`src/rtl/md_unit.sv`:
```
// Iterative HI/LO multiply/divide unit: radix-2 shift-add multiply, restoring divide, sign fix-up.
// One step per cycle; done_o pulses WIDTH+1 edges after the accepting edge (1 edge on divide-by-zero).
module md_unit #(
  parameter int WIDTH = 32
) (
  input  logic             clk,
  input  logic             rst,
  input  logic             start_i,
  input  logic [1:0]       op_i,
  input  logic [WIDTH-1:0] opa_i,
  input  logic [WIDTH-1:0] opb_i,
  input  logic             cancel_i,
  output logic             busy_o,
  output logic             done_o,
  output logic [WIDTH-1:0] hi_o,
  output logic [WIDTH-1:0] lo_o
);

  localparam int CW = (WIDTH > 2) ? $clog2(WIDTH) : 1;
  localparam logic [CW-1:0] LAST = CW'(WIDTH - 1);

  typedef enum logic [1:0] {IDLE, CALC, FIX} state_t;

  state_t             state, state_nx;
  logic               accept;
  logic [CW-1:0]      cnt;
  logic               is_div;
  logic               neg_q;
  logic               neg_r;
  logic               dz;
  logic [WIDTH:0]     acc;
  logic [WIDTH-1:0]   q;
  logic [WIDTH-1:0]   bop;

  logic               sgn_op;
  logic               in_dz;
  logic [WIDTH-1:0]   a_mag;
  logic [WIDTH-1:0]   b_mag;
  logic [WIDTH:0]     add;
  logic [WIDTH:0]     shifted;
  logic [WIDTH:0]     diff;
  logic               ge;
  logic [2*WIDTH-1:0] prod;
  logic [2*WIDTH-1:0] prod_fix;
  logic [WIDTH-1:0]   quot_fix;
  logic [WIDTH-1:0]   rem_fix;

  assign busy_o = (state != IDLE);

  // Magnitudes fit as unsigned WIDTH-bit values, so negating 100..0 is exact.
  assign sgn_op = ~op_i[0];
  assign in_dz  = op_i[1] & (opb_i == '0);
  assign a_mag  = (sgn_op & opa_i[WIDTH-1]) ? (~opa_i + 1'b1) : opa_i;
  assign b_mag  = (sgn_op & opb_i[WIDTH-1]) ? (~opb_i + 1'b1) : opb_i;

  // Multiply keeps {acc, q} as the running product; divide shifts the dividend out of q into acc.
  assign add      = acc + (q[0] ? {1'b0, bop} : '0);
  assign shifted  = {acc[WIDTH-1:0], q[WIDTH-1]};
  assign ge       = (shifted >= {1'b0, bop});
  assign diff     = shifted - {1'b0, bop};
  assign prod     = {acc[WIDTH-1:0], q};
  assign prod_fix = neg_q ? (~prod + 1'b1) : prod;
  assign quot_fix = neg_q ? (~q + 1'b1) : q;
  assign rem_fix  = neg_r ? (~acc[WIDTH-1:0] + 1'b1) : acc[WIDTH-1:0];

  always_comb begin
    state_nx = state;
    accept   = 1'b0;
    case (state)
      IDLE: begin
        // A start coinciding with the done pulse is dropped.
        if (start_i && !cancel_i && !done_o) begin
          accept   = 1'b1;
          state_nx = in_dz ? FIX : CALC;
        end
      end
      CALC: begin
        if (cancel_i)          state_nx = IDLE;
        else if (cnt == LAST)  state_nx = FIX;
      end
      FIX:     state_nx = IDLE;
      default: state_nx = IDLE;
    endcase
  end

  always_ff @(posedge clk or negedge rst) begin
    if (!rst) begin
      state  <= IDLE;
      cnt    <= '0;
      is_div <= 1'b0;
      neg_q  <= 1'b0;
      neg_r  <= 1'b0;
      dz     <= 1'b0;
      acc    <= '0;
      q      <= '0;
      bop    <= '0;
      done_o <= 1'b0;
      hi_o   <= '0;
      lo_o   <= '0;
    end else begin
      state  <= state_nx;
      done_o <= 1'b0;
      case (state)
        IDLE: begin
          if (accept) begin
            is_div <= op_i[1];
            neg_q  <= sgn_op & (opa_i[WIDTH-1] ^ opb_i[WIDTH-1]);
            neg_r  <= sgn_op & op_i[1] & opa_i[WIDTH-1];
            dz     <= in_dz;
            cnt    <= '0;
            acc    <= '0;
            q      <= in_dz ? opa_i : a_mag;
            bop    <= b_mag;
          end
        end
        CALC: begin
          if (!cancel_i) begin
            cnt <= cnt + 1'b1;
            if (is_div) begin
              acc <= ge ? diff : shifted;
              q   <= {q[WIDTH-2:0], ge};
            end else begin
              acc <= {1'b0, add[WIDTH:1]};
              q   <= {add[0], q[WIDTH-1:1]};
            end
          end
        end
        FIX: begin
          if (!cancel_i) begin
            done_o <= 1'b1;
            if (dz) begin
              hi_o <= q;
              lo_o <= '1;
            end else if (is_div) begin
              hi_o <= rem_fix;
              lo_o <= quot_fix;
            end else begin
              hi_o <= prod_fix[2*WIDTH-1:WIDTH];
              lo_o <= prod_fix[WIDTH-1:0];
            end
          end
        end
        default: ;
      endcase
    end
  end

endmodule

```
`config.mk`:
```
export PLATFORM = sky130hd
export DESIGN_NAME = md_unit
export DESIGN_NICKNAME = d
export VERILOG_FILES = /design/src/rtl/md_unit.sv
export SDC_FILE = /design/constraint.sdc
export NUM_CORES = 1
export LEC_CHECK = 0
export BUFFER_PORTS_ARGS = -buffer_cell sky130_fd_sc_hd__buf_2
export CAP_MARGIN = 10
export CORE_MARGIN = 2
export CORE_UTILIZATION = 40
export DETAILED_ROUTE_END_ITERATION = 16
export MAX_ROUTING_LAYER = met4
export SLEW_MARGIN = 0
export SYNTH_ARGS = -nofsm -noshare
export SYNTH_HDL_FRONTEND = slang
export SYNTH_SLANG_ARGS = --single-unit
export TNS_END_PERCENT = 20
```
`constraint.sdc`:
```
create_clock -name clk -period 9.2 [get_ports clk]
set_clock_uncertainty 0.15 [all_clocks]
set_input_delay 2.3 -clock clk [delete_from_list [all_inputs] [get_ports clk]]
set_output_delay 2.3 -clock clk [all_outputs]
set_load 0.01 [all_outputs]
```
# Yosys cells after proc, flatten, opt, wreduce, memory -nomap -nowiden

Index checks and enable logic that the tools add are counted.

Word-level logic and storage cells: 86
Output and inout port bits: 66
Input port bits: 70
Register bits after elaboration: 173

Eq/ne operators: 7
Add/subtract/negate cells: 8
Reduce and logical (&&, ||, !) cells: 12
$lt $le $gt $ge: 1
Bitwise gates (word level): 14
Mux-type cells: 32

Operators by type and width:

| cell                                           | count |
|---|---|
| two-way mux 32 bit                             | 13 |
| two-way mux 33 bit                             | 4 |
| adder 32 x 1 -> 32 bit (second input constant) | 4 |
| NOT 32 bit                                     | 4 |
| one-hot mux 33 bit (2 select lines)            | 1 |
| adder 64 x 1 -> 64 bit (second input constant) | 1 |
| two-way mux 64 bit                             | 1 |
| NOT 64 bit                                     | 1 |
| one-hot mux 32 bit (2 select lines)            | 1 |
| adder 33 x 32 -> 33 bit                        | 1 |
| greater-or-equal comparator 33 x 32 -> 1 bit   | 1 |
| subtractor 33 x 32 -> 33 bit                   | 1 |
| logical NOT 32 bit                             | 1 |
| two-way mux 5 bit                              | 2 |
| one-hot mux 5 bit (2 select lines)             | 1 |
| two-way mux 2 bit                              | 4 |
| AND 1 bit                                      | 6 |
| inequality test 2 bit (second input constant)  | 3 |
| AND reduction 2 bit                            | 3 |
| adder 5 x 1 -> 5 bit (second input constant)   | 1 |
| equality test 5 bit (second input constant)    | 1 |
| two-way mux 1 bit                              | 4 |
| one-hot mux 2 bit (2 select lines)             | 1 |
| nonzero test 2 bit                             | 2 |
| other kinds (9)                                | 12 |

# Depth between registers and ports, before layout

Gate-level depths: netlist (run 1).

Word-level depth: 7
Mapped depth: 14
Gate-level depth less buffers: 13

# Least setup slack after synthesis (run 1)

Ideal clock, no wire load.

Path kind: in2reg
Start point: input port opb_i[0]
End point: register q[16]
Required time: 8913 ps
Arrival time: 4748 ps
Slack: 4165 ps
Path buffers: 1
Library setup time: 137 ps
Cell stages on the path: 12
Cells stage by stage: inv_1 -> ha_1 -> nor4b_1 -> nand3_1 -> nor3_1 -> nand2_1 -> or4_1 -> and2_1 -> clkbuf_1 -> o41ai_1 -> xor2_1 -> a21oi_1

Word-level cells in the longest chain between the ends: 5

RTL lines:

| what                                | line | RTL |
|---|---|---|
| from (decl)                         | 11   | `input logic [WIDTH-1:0] opb_i,` |
| logical NOT 32 bit                  | 52   | `assign in_dz = op_i[1] & (opb_i == '0);` |
| AND 1 bit                           | 52   |  |
| two-way mux 32 bit                  | 112  | `q <= in_dz ? opa_i : a_mag;` |
| two-way mux 32 bit                  | 105  | `if (accept) begin` |
| one-hot mux 32 bit (2 select lines) | 103  | `case (state)` |
| to (signal assigned)                | 112  |  |
| to (signal assigned)                | 121  | `q <= {q[WIDTH-2:0], ge};` |
| to (signal assigned)                | 124  | `q <= {add[0], q[WIDTH-1:1]};` |
| to (decl)                           | 32   | `logic [WIDTH-1:0] q;` |

No other way between the ends. The select of a mux whose other input is x is not followed.
A chain may end at the register's enable or synchronous reset.

# Final worst setup path (run 1)

Start point: input port opb_i[0]
End point: register q[1]

Same word-level chain as after synthesis.

==> flow_metrics.env, run 1 <==
export IMPL_outcome="completed"
export IMPL_cts_hold_buf=0
export IMPL_ctsResizeCount=0
export IMPL_setup_slack_ns=3.37
export IMPL_synth_edf_count=0
export IMPL_synth_xor_area_share_pct=10.3
export IMPL_synth_area_um2=14100
export IMPL_hpwl_mm=34.9
export IMPL_fin_util_pct=45.2
export IMPL_mostFrequentLayoutCells="o21ai_0 (183), dfrtp_1 (172), nand2_1 (164), a21oi_1 (160), buf_2 (134)"
export IMPL_final_area_um2=15700
export IMPL_port_buffers=135
export IMPL_grt_pass1_wl_mm=72.4
export IMPL_viasPerCell=5.89
export IMPL_gp_congestion=0.927
export IMPL_postSynth_asyncResetShare_pct=100
export IMPL_drcViolationCount=0
export IMPL_clockBufferDepth=2
export IMPL_report_final_setup_viol=0
export IMPL_final_hold_viol_count=0
export IMPL_syn_avg_cell_area_um2=8.04
export IMPL_insertion_delay_ns=0.47
export IMPL_drt_first_pass_iters=6
export IMPL_clock_sinks=173
export IMPL_critical_path_required_ns=9.38
export IMPL_preCtsSetupSlack_ns=2.91
export IMPL_p_leak_nw=7.16
export IMPL_placementRows=68
export IMPL_ys_flop_type="dfrtp_1"
export IMPL_drt_iter0_drc=1038
export IMPL_clk_pin_slew_worst_paths_ns=0.07
export IMPL_wl_per_cell_um=20.2
export IMPL_synth_top_family_by_area="compound AO/OA/AOI/OAI gates"
export IMPL_ys_warn_count=0
export IMPL_diodes=0
export IMPL_initial_core_util_pct=40.7
export IMPL_die_h_um=192
export IMPL_cts_buffers=17
export IMPL_die_area_um2=36700
export IMPL_die_x_um=192
export IMPL_rsz0062_at_grt="no"
export IMPL_io_pins=136
export IMPL_synth_fa_ha_area_share_pct=6.50
export IMPL_grt_max_degree=86
export IMPL_synthSimpleGateAreaFrac_pct=18.1
export IMPL_muxShareOfSynthArea_pct=4.49
export IMPL_htreeDepth=4
export IMPL_first_global_vias=12700
export IMPL_synth_nets=1893
export IMPL_syn_to_final_growth_pct=11.2
export IMPL_nets=1963
export IMPL_grt_antenna_before_repair=0
export IMPL_cts_tree="built"
export IMPL_fmaxAchievable_ghz=0.172
export IMPL_path_buf_inv=2
export IMPL_path_cells="buf_2 -> inv_1 -> ha_1 -> nor4b_1 -> nand3_1 -> nor3_1 -> nand2_1 -> or4_1 -> and2_1 -> mux2_2 -> o211ai_1 -> o21ai_0"
export IMPL_worstHoldPathType="reg -> reg"
export IMPL_cpLargestDelayFamily="simple AND/OR/NAND/NOR gates"
export IMPL_timing_critical_path_fanout_max=31
export IMPL_core_um2=34600
export IMPL_grt_util_all_layers_pct=26.2
export IMPL_vdd_drop_max_uv=153
export IMPL_critPathKind="in -> reg"
export IMPL_synth_cell_types=73
export IMPL_relSlewSlack_pct=21.1
export IMPL_drv_cap=0
export IMPL_dpl_instance_area_um2=15100
export IMPL_postCtsSetupBuffers=0
export IMPL_overflow=0
export IMPL_start_kind="primary input"
export IMPL_finalSetupTns_ns=0
export IMPL_worst_pin_slew_ns=1.18
export IMPL_layout_cells_non_filler=2289
export IMPL_crit_slowest_cell="nor3_1"
export IMPL_yosysSeqAreaShare_pct=30.7
export IMPL_routed_wl_mm=46.3
export IMPL_syn_inst=1751
export IMPL_final_common_cell="o21ai_0"
export IMPL_drive_gt1_share_pct=11.6
export IMPL_synth_seq_cells=173
export IMPL_vias=13500
export IMPL_root_buffer="clkbuf_16"
export IMPL_power_density_nw_per_um2=273
export IMPL_timing_final_crit_period_ns=5.83
export IMPL_cp_arrival_ns=6.01
export IMPL_drv_slew=0
export IMPL_period_share_pct=63.3
export IMPL_max_stage_delay_ns=0.60
export IMPL_worstSetupEndpointType="flop"
export IMPL_place_inst=2257
export IMPL_ant_nets=0
export IMPL_synth_compound_area_share_pct=25.3
==> synth_stat cells, types with 17 or more instances <==
master,instances,share of area [%]
a21o_1,39,2.1
a21oi_1,160,5.7
a22oi_1,17,0.91
and3_1,26,1.2
clkbuf_1,87,2.3
dfrtp_1,173,31
ha_1,70,6.2
inv_1,69,1.8
mux2i_1,62,4.4
nand2_1,165,4.4
nand3_1,62,2.2
nor2_1,130,3.5
nor3_1,26,0.92
o211ai_1,22,1.2
o21ai_0,183,6.5
o31ai_1,35,1.9
or3_1,22,0.98
xnor2_1,77,4.8
xor2_1,89,5.5
==> flip-flops by register name, indices dropped and copies added (netlist names), 2 cells and up <==
register and count:
state 2, acc 33, lo_o 32, bop 32, hi_o 32, q 32, cnt 5
==> power by group <==
group | internal [mW] | switching (mW) | total [mW]
registers | 0.890 | 0.315 | 1.21
clock network | 0.384 | 0.362 | 0.747
logic | 0.923 | 1.40 | 2.33
==> area by class of cell <==
cell class              instances  area, µm²
clock inverters                14        153
well taps                     455        569
clock buffers                  18        429
flip-flops and latches        173       4330
repair buffers                149        787
inverters                      69        259
multi-input cells            1411       9130
fillers                      3510      19000
==> cells by family after synthesis <==
logic type / Yosys count
fa+ha+maj: 72
buf+inv: 167
xor+xnor: 166
mux: 63
compound gates: 575
flops: 173
simple gates: 535
==> through the flow <==
stage,hold slack (ns),power (mW)
final,0.329,4.28
after global routing,0.359,4.57
after CTS,0.336,4.24
after detailed placement,0.320,3.49
after global placement,0.312,3.47
after floorplan,0.300,2.81
==> final timing paths <==
path | startpoint | to | slack [ns] | cells after the start
max in group asynchronous | rst | q[11] | 6.05 | 2
worst min-delay path | bop[20] | bop[20] | 0.33 | 2
worst max-delay path | opb_i[0] | q[1] | 3.37 | 12
min in group asynchronous | rst | hi_o[0] | 1.61 | 1
worst min register to register | bop[20] | bop[20] | 0.33 | 2
worst max register to register | acc[19] | acc[4] | 4.51 | 10
==> worst reg2reg max path: stages, from the launching register on <==
cell and delay [ns]:
dfrtp_1 0.51, ha_1 0.45, a21o_1 0.23, a211o_1 0.28, o2111ai_1 0.19, nand2_1 0.10, a221oi_1 0.77, a21oi_1 0.41
nor2_1 0.88, o311ai_0 0.35, a22o_1 0.26
==> routing by layer <==
layer  global-route usage [%]  vias up  wire (µm)
met5                        -        -          0
met4                     7.54        0       1290
met3                     4.39       86       2840
met2                     41.5      478      21200
met1                     34.4     6445      21000
li1                         -     6473          -
(Power assumes the default switching activity.)
==> run 2: changes to the inputs <==
clock period = 5.43 ns   (was 9.2 ns; I/O delays follow)
==> flow_metrics.env, run 2 (same netlist as run 1, synthesis figures left out) <==
export IMPL_outcome="completed"
export IMPL_crit_slowest_cell="or4_1"
export IMPL_viasPerCell=5.83
export IMPL_root_buffer="clkbuf_16"
export IMPL_dpl_instance_area_um2=15200
export IMPL_htreeDepth=4
export IMPL_port_buffers=135
export IMPL_initial_core_util_pct=40.7
export IMPL_io_pins=136
export IMPL_rsz0062_at_grt="no"
export IMPL_grt_max_degree=105
export IMPL_power_density_nw_per_um2=463
export IMPL_finalSetupTns_ns=0
export IMPL_final_common_cell="o21ai_0"
export IMPL_hpwl_mm=34.9
export IMPL_setup_slack_ns=0.908
export IMPL_worst_pin_slew_ns=1.04
export IMPL_cts_tree="built"
export IMPL_nets=1974
export IMPL_final_hold_viol_count=0
export IMPL_fmaxAchievable_ghz=0.221
export IMPL_start_kind="primary input"
export IMPL_die_x_um=192
export IMPL_gp_congestion=0.956
export IMPL_preCtsSetupSlack_ns=0.455
export IMPL_clk_pin_slew_worst_paths_ns=0.07
export IMPL_wl_per_cell_um=20.0
export IMPL_postCtsSetupBuffers=0
export IMPL_fill_cells=3492
export IMPL_drv_slew=0
export IMPL_max_stage_delay_ns=0.56
export IMPL_grt_util_all_layers_pct=26.2
export IMPL_vdd_drop_max_uv=261
export IMPL_overflow=0
export IMPL_grt_pass1_wl_mm=72.9
export IMPL_drv_cap=0
export IMPL_grt_antenna_before_repair=0
export IMPL_worstHoldPathType="reg -> reg"
export IMPL_vias=13400
export IMPL_relSlewSlack_pct=30.7
export IMPL_layout_cells_non_filler=2300
export IMPL_drt_iter0_drc=959
export IMPL_routed_wl_mm=46.0
export IMPL_die_area_um2=36700
export IMPL_diodes=0
export IMPL_core_um2=34600
export IMPL_path_cells="buf_2 -> inv_1 -> ha_1 -> nor4b_1 -> nand3_1 -> nor3_1 -> nand2_1 -> or4_1 -> and2_1 -> buf_4 -> o21ai_0 -> xor2_1 -> a21oi_1"
export IMPL_critPathKind="in -> reg"
export IMPL_timing_final_crit_period_ns=4.52
export IMPL_p_leak_nw=7.23
export IMPL_clockBufferDepth=2
export IMPL_ant_nets=0
export IMPL_syn_to_final_growth_pct=12.0
export IMPL_critical_path_required_ns=5.60
export IMPL_cts_hold_buf=0
export IMPL_clock_sinks=173
export IMPL_drive_gt1_share_pct=12.2
export IMPL_cp_arrival_ns=4.69
export IMPL_period_share_pct=83.3
export IMPL_regMostFlops="acc"
export IMPL_placementRows=68
export IMPL_insertion_delay_ns=0.46
export IMPL_drt_first_pass_iters=5
export IMPL_ctsResizeCount=0
export IMPL_final_area_um2=15800
export IMPL_drcViolationCount=0
export IMPL_die_h_um=192
export IMPL_largest_register_ffs=33
export IMPL_cts_buffers=17
export IMPL_first_global_vias=12800
export IMPL_mostFrequentLayoutCells="o21ai_0 (183), dfrtp_1 (172), nand2_1 (164), a21oi_1 (160), buf_2 (134)"
export IMPL_report_final_setup_viol=0
export IMPL_worstSetupEndpointType="flop"
export IMPL_place_inst=2268
export IMPL_timing_critical_path_fanout_max=17
==> run 2: cell count changes in the layout (fill, tap and decap cells not counted), sizes merged <==
cell / delta
clkbuf: -1
buf: +11
clkinv: -1
inv: +2
==> run 2: layout make-up <==
cell class | count | area (µm²) | area share [%]
multi-input combinational | 1411 | 9130 | 57.9
sequential | 173 | 4330 | 27.5
timing repair buffer | 160 | 882 | 5.59
tap | 455 | 569 | 3.61
clock buffer | 17 | 425 | 2.70
inverter | 69 | 259 | 1.64
clock inverter | 15 | 170 | 1.08
==> run 2: report_power, final <==
group / total, mW / switching, mW / internal [mW] / leakage [nW]
sequential: 2.06 / 0.552 / 1.51 / 2.25
combinational: 3.95 / 2.35 / 1.60 / 4.70
clock: 1.28 / 0.623 / 0.659 / 0.287
==> run 2: metrics by stage <==
step | total power, mW | hold WS (ns) | utilization, %
finish | 7.29 | 0.326 | 45.5
global route | 7.83 | 0.348 | 45.5
CTS | 7.25 | 0.332 | 45.5
detailed placement | 5.96 | 0.315 | 43.8
global placement | 5.93 | 0.311 | 43.8
floorplan | 4.76 | 0.300 | -
==> run 2: critical path: cells and delay by family <==
family	cells	cell delay (ns)
and+or+nand+nor	6	2.24
buffers and inverters	3	0.46
AOI/OAI and AO/OA	2	0.22
xor gates and xnor gates	1	0.21
adders and majority gates	1	0.18
==> run 2: final timing paths <==
| path | startpoint | endpoint | slack [ns] | cells past startpoint |
|---|---|---|---|---|
| max | opb_i[0] | q[11] | 0.91 | 13 |
| min | hi_o[6] | hi_o[6] | 0.33 | 2 |
| max in group asynchronous | rst | bop[30] | 3.30 | 2 |
| min reg2reg | hi_o[6] | hi_o[6] | 0.33 | 2 |
| max reg2reg | acc[19] | acc[4] | 1.14 | 11 |
| min in group asynchronous | rst | hi_o[10] | 0.84 | 1 |
==> run 2: per-layer routing <==
metal | global-route usage, % | share of wire (%)
met5 | - | 0
met2 | 41.3 | 46
met3 | 4.17 | 6.2
met1 | 34.8 | 45
met4 | 7.54 | 2.5
==> run 3: changes to the inputs <==
clock period = 3.65 ns   (was 5.43 ns; I/O delays follow)
==> flow_metrics.env, run 3 (same netlist as run 1, synthesis figures left out) <==
export IMPL_ctsResizeCount=0
export IMPL_critical_path_required_ns=3.85
export IMPL_root_buffer="clkbuf_16"
export IMPL_routed_wl_mm=48.0
export IMPL_final_hold_viol_count=0
export IMPL_vdd_drop_max_uv=512
export IMPL_overflow=0
export IMPL_grt_util_all_layers_pct=27.1
export IMPL_initial_core_util_pct=40.7
export IMPL_die_area_um2=36700
export IMPL_grt_max_degree=76
export IMPL_start_kind="flop"
export IMPL_path_buf_inv=2
export IMPL_io_pins=136
export IMPL_timing_final_crit_period_ns=3.57
export IMPL_insertion_delay_ns=0.46
export IMPL_placementRows=68
export IMPL_port_buffers=135
export IMPL_critPathKind="reg -> reg"
export IMPL_relSlewSlack_pct=40.0
export IMPL_grt_antenna_before_repair=0
export IMPL_holdWs_ns=0.331
export IMPL_htreeDepth=4
export IMPL_drv_slew=0
export IMPL_cts_hold_buf=0
export IMPL_cp_arrival_ns=3.77
export IMPL_power_density_nw_per_um2=688
export IMPL_drt_iter0_drc=1179
export IMPL_worst_pin_slew_ns=0.900
export IMPL_timing_critical_path_fanout_max=14
export IMPL_clk_pin_slew_worst_paths_ns=0.07
export IMPL_drive_gt1_share_pct=17.9
export IMPL_nets=2097
export IMPL_drv_cap=0
export IMPL_ant_nets=0
export IMPL_finalSetupTns_ns=0
export IMPL_crit_slowest_cell="or3_1"
export IMPL_postCtsSetupBuffers=0
export IMPL_clockBufferDepth=2
export IMPL_cpLargestDelayFamily="compound AO/OA/AOI/OAI gates"
export IMPL_gp_congestion=0.941
export IMPL_worstSetupEndpointType="flop"
export IMPL_core_um2=34600
export IMPL_worstHoldPathType="reg -> reg"
export IMPL_first_global_vias=13500
export IMPL_die_x_um=192
export IMPL_fin_util_pct=48.3
export IMPL_cts_tree="built"
export IMPL_vias=14100
export IMPL_regMostFlops="acc"
export IMPL_drcViolationCount=0
export IMPL_largest_register_ffs=33
export IMPL_drt_first_pass_iters=5
export IMPL_viasPerCell=5.80
export IMPL_outcome="completed"
export IMPL_max_stage_delay_ns=0.48
export IMPL_p_leak_nw=7.83
export IMPL_period_share_pct=97.8
export IMPL_hpwl_mm=37.3
export IMPL_path_cells="inv_1 -> buf_12 -> nor2_1 -> ha_1 -> nor2b_1 -> o21a_1 -> o211ai_1 -> a21oi_1 -> or3_1 -> a31oi_2 -> o21ai_0 -> a311o_1 -> a31o_2"
export IMPL_cts_buffers=17
export IMPL_diodes=0
export IMPL_grt_pass1_wl_mm=74.8
export IMPL_rsz0062_at_grt="yes"
export IMPL_fill_cells=3438
export IMPL_mostFrequentLayoutCells="o21ai_0 (183), dfrtp_1 (170), nand2_1 (164), a21oi_1 (160), buf_4 (144)"
export IMPL_report_final_setup_viol=0
export IMPL_final_common_cell="o21ai_0"
export IMPL_fmaxAchievable_ghz=0.280
export IMPL_die_h_um=192
export IMPL_clock_sinks=173
export IMPL_syn_to_final_growth_pct=18.8
export IMPL_wl_per_cell_um=19.8
==> run 3: path summary, 6_finish.rpt <==
check / start / end / slack [ns] / cells after the start
max reg2reg: q[0] / acc[29] / 0.08 / 13
min: bop[9] / bop[9] / 0.33 / 2
min in group asynchronous: rst / hi_o[10] / 0.34 / 1
min reg2reg: bop[9] / bop[9] / 0.33 / 2
max: q[0] / acc[29] / 0.08 / 13
max in group asynchronous: rst / acc[0] / 2.17 / 2
==> run 3: power breakdown <==
group	switching, mW	total [mW]	internal, mW
Clock	0.891	1.88	0.993
Sequential	0.418	2.67	2.25
Combinational	4.06	6.95	2.90
==> run 3: worst min-delay path, cell delays in order (launching register included) <==
cell	delay (ns)
dfrtp_1	0.34
nand2_1	0.04
o21ai_0	0.06
==> run 3: cell type report <==
| class | instances | area, µm² | area share, % |
|---|---|---|---|
| Timing Repair Buffer | 283 | 1840 | 11.0 |
| Clock inverter | 13 | 130 | 0.777 |
| Clock buffer | 19 | 453 | 2.71 |
| Inverter | 69 | 259 | 1.55 |
| Multi-Input combinational cell | 1411 | 9150 | 54.7 |
| Tap cell | 455 | 569 | 3.40 |
| Sequential cell | 173 | 4330 | 25.9 |
==> run 3: per-stage QoR <==
step	total power, mW	setup slack (ns)	std cells	area (µm²)
after floorplan	7.08	0.00209	1751	14100
after global placement	9.38	-0.170	2391	16100
after detailed placement	9.49	-0.299	2391	16100
after CTS	11.4	0.0934	2423	16700
after global routing	12.3	-0.0295	2423	16700
final	11.5	0.0791	2423	16700
==> run 3: per-layer routing <==
metal	global-route usage [%]	up-vias	part of all wire, %
met4	9.20	0	2.8
met1	35.8	6679	44
met2	43.4	549	46
li1	-	6736	-
met5	-	-	0
met3	2.81	90	6.4
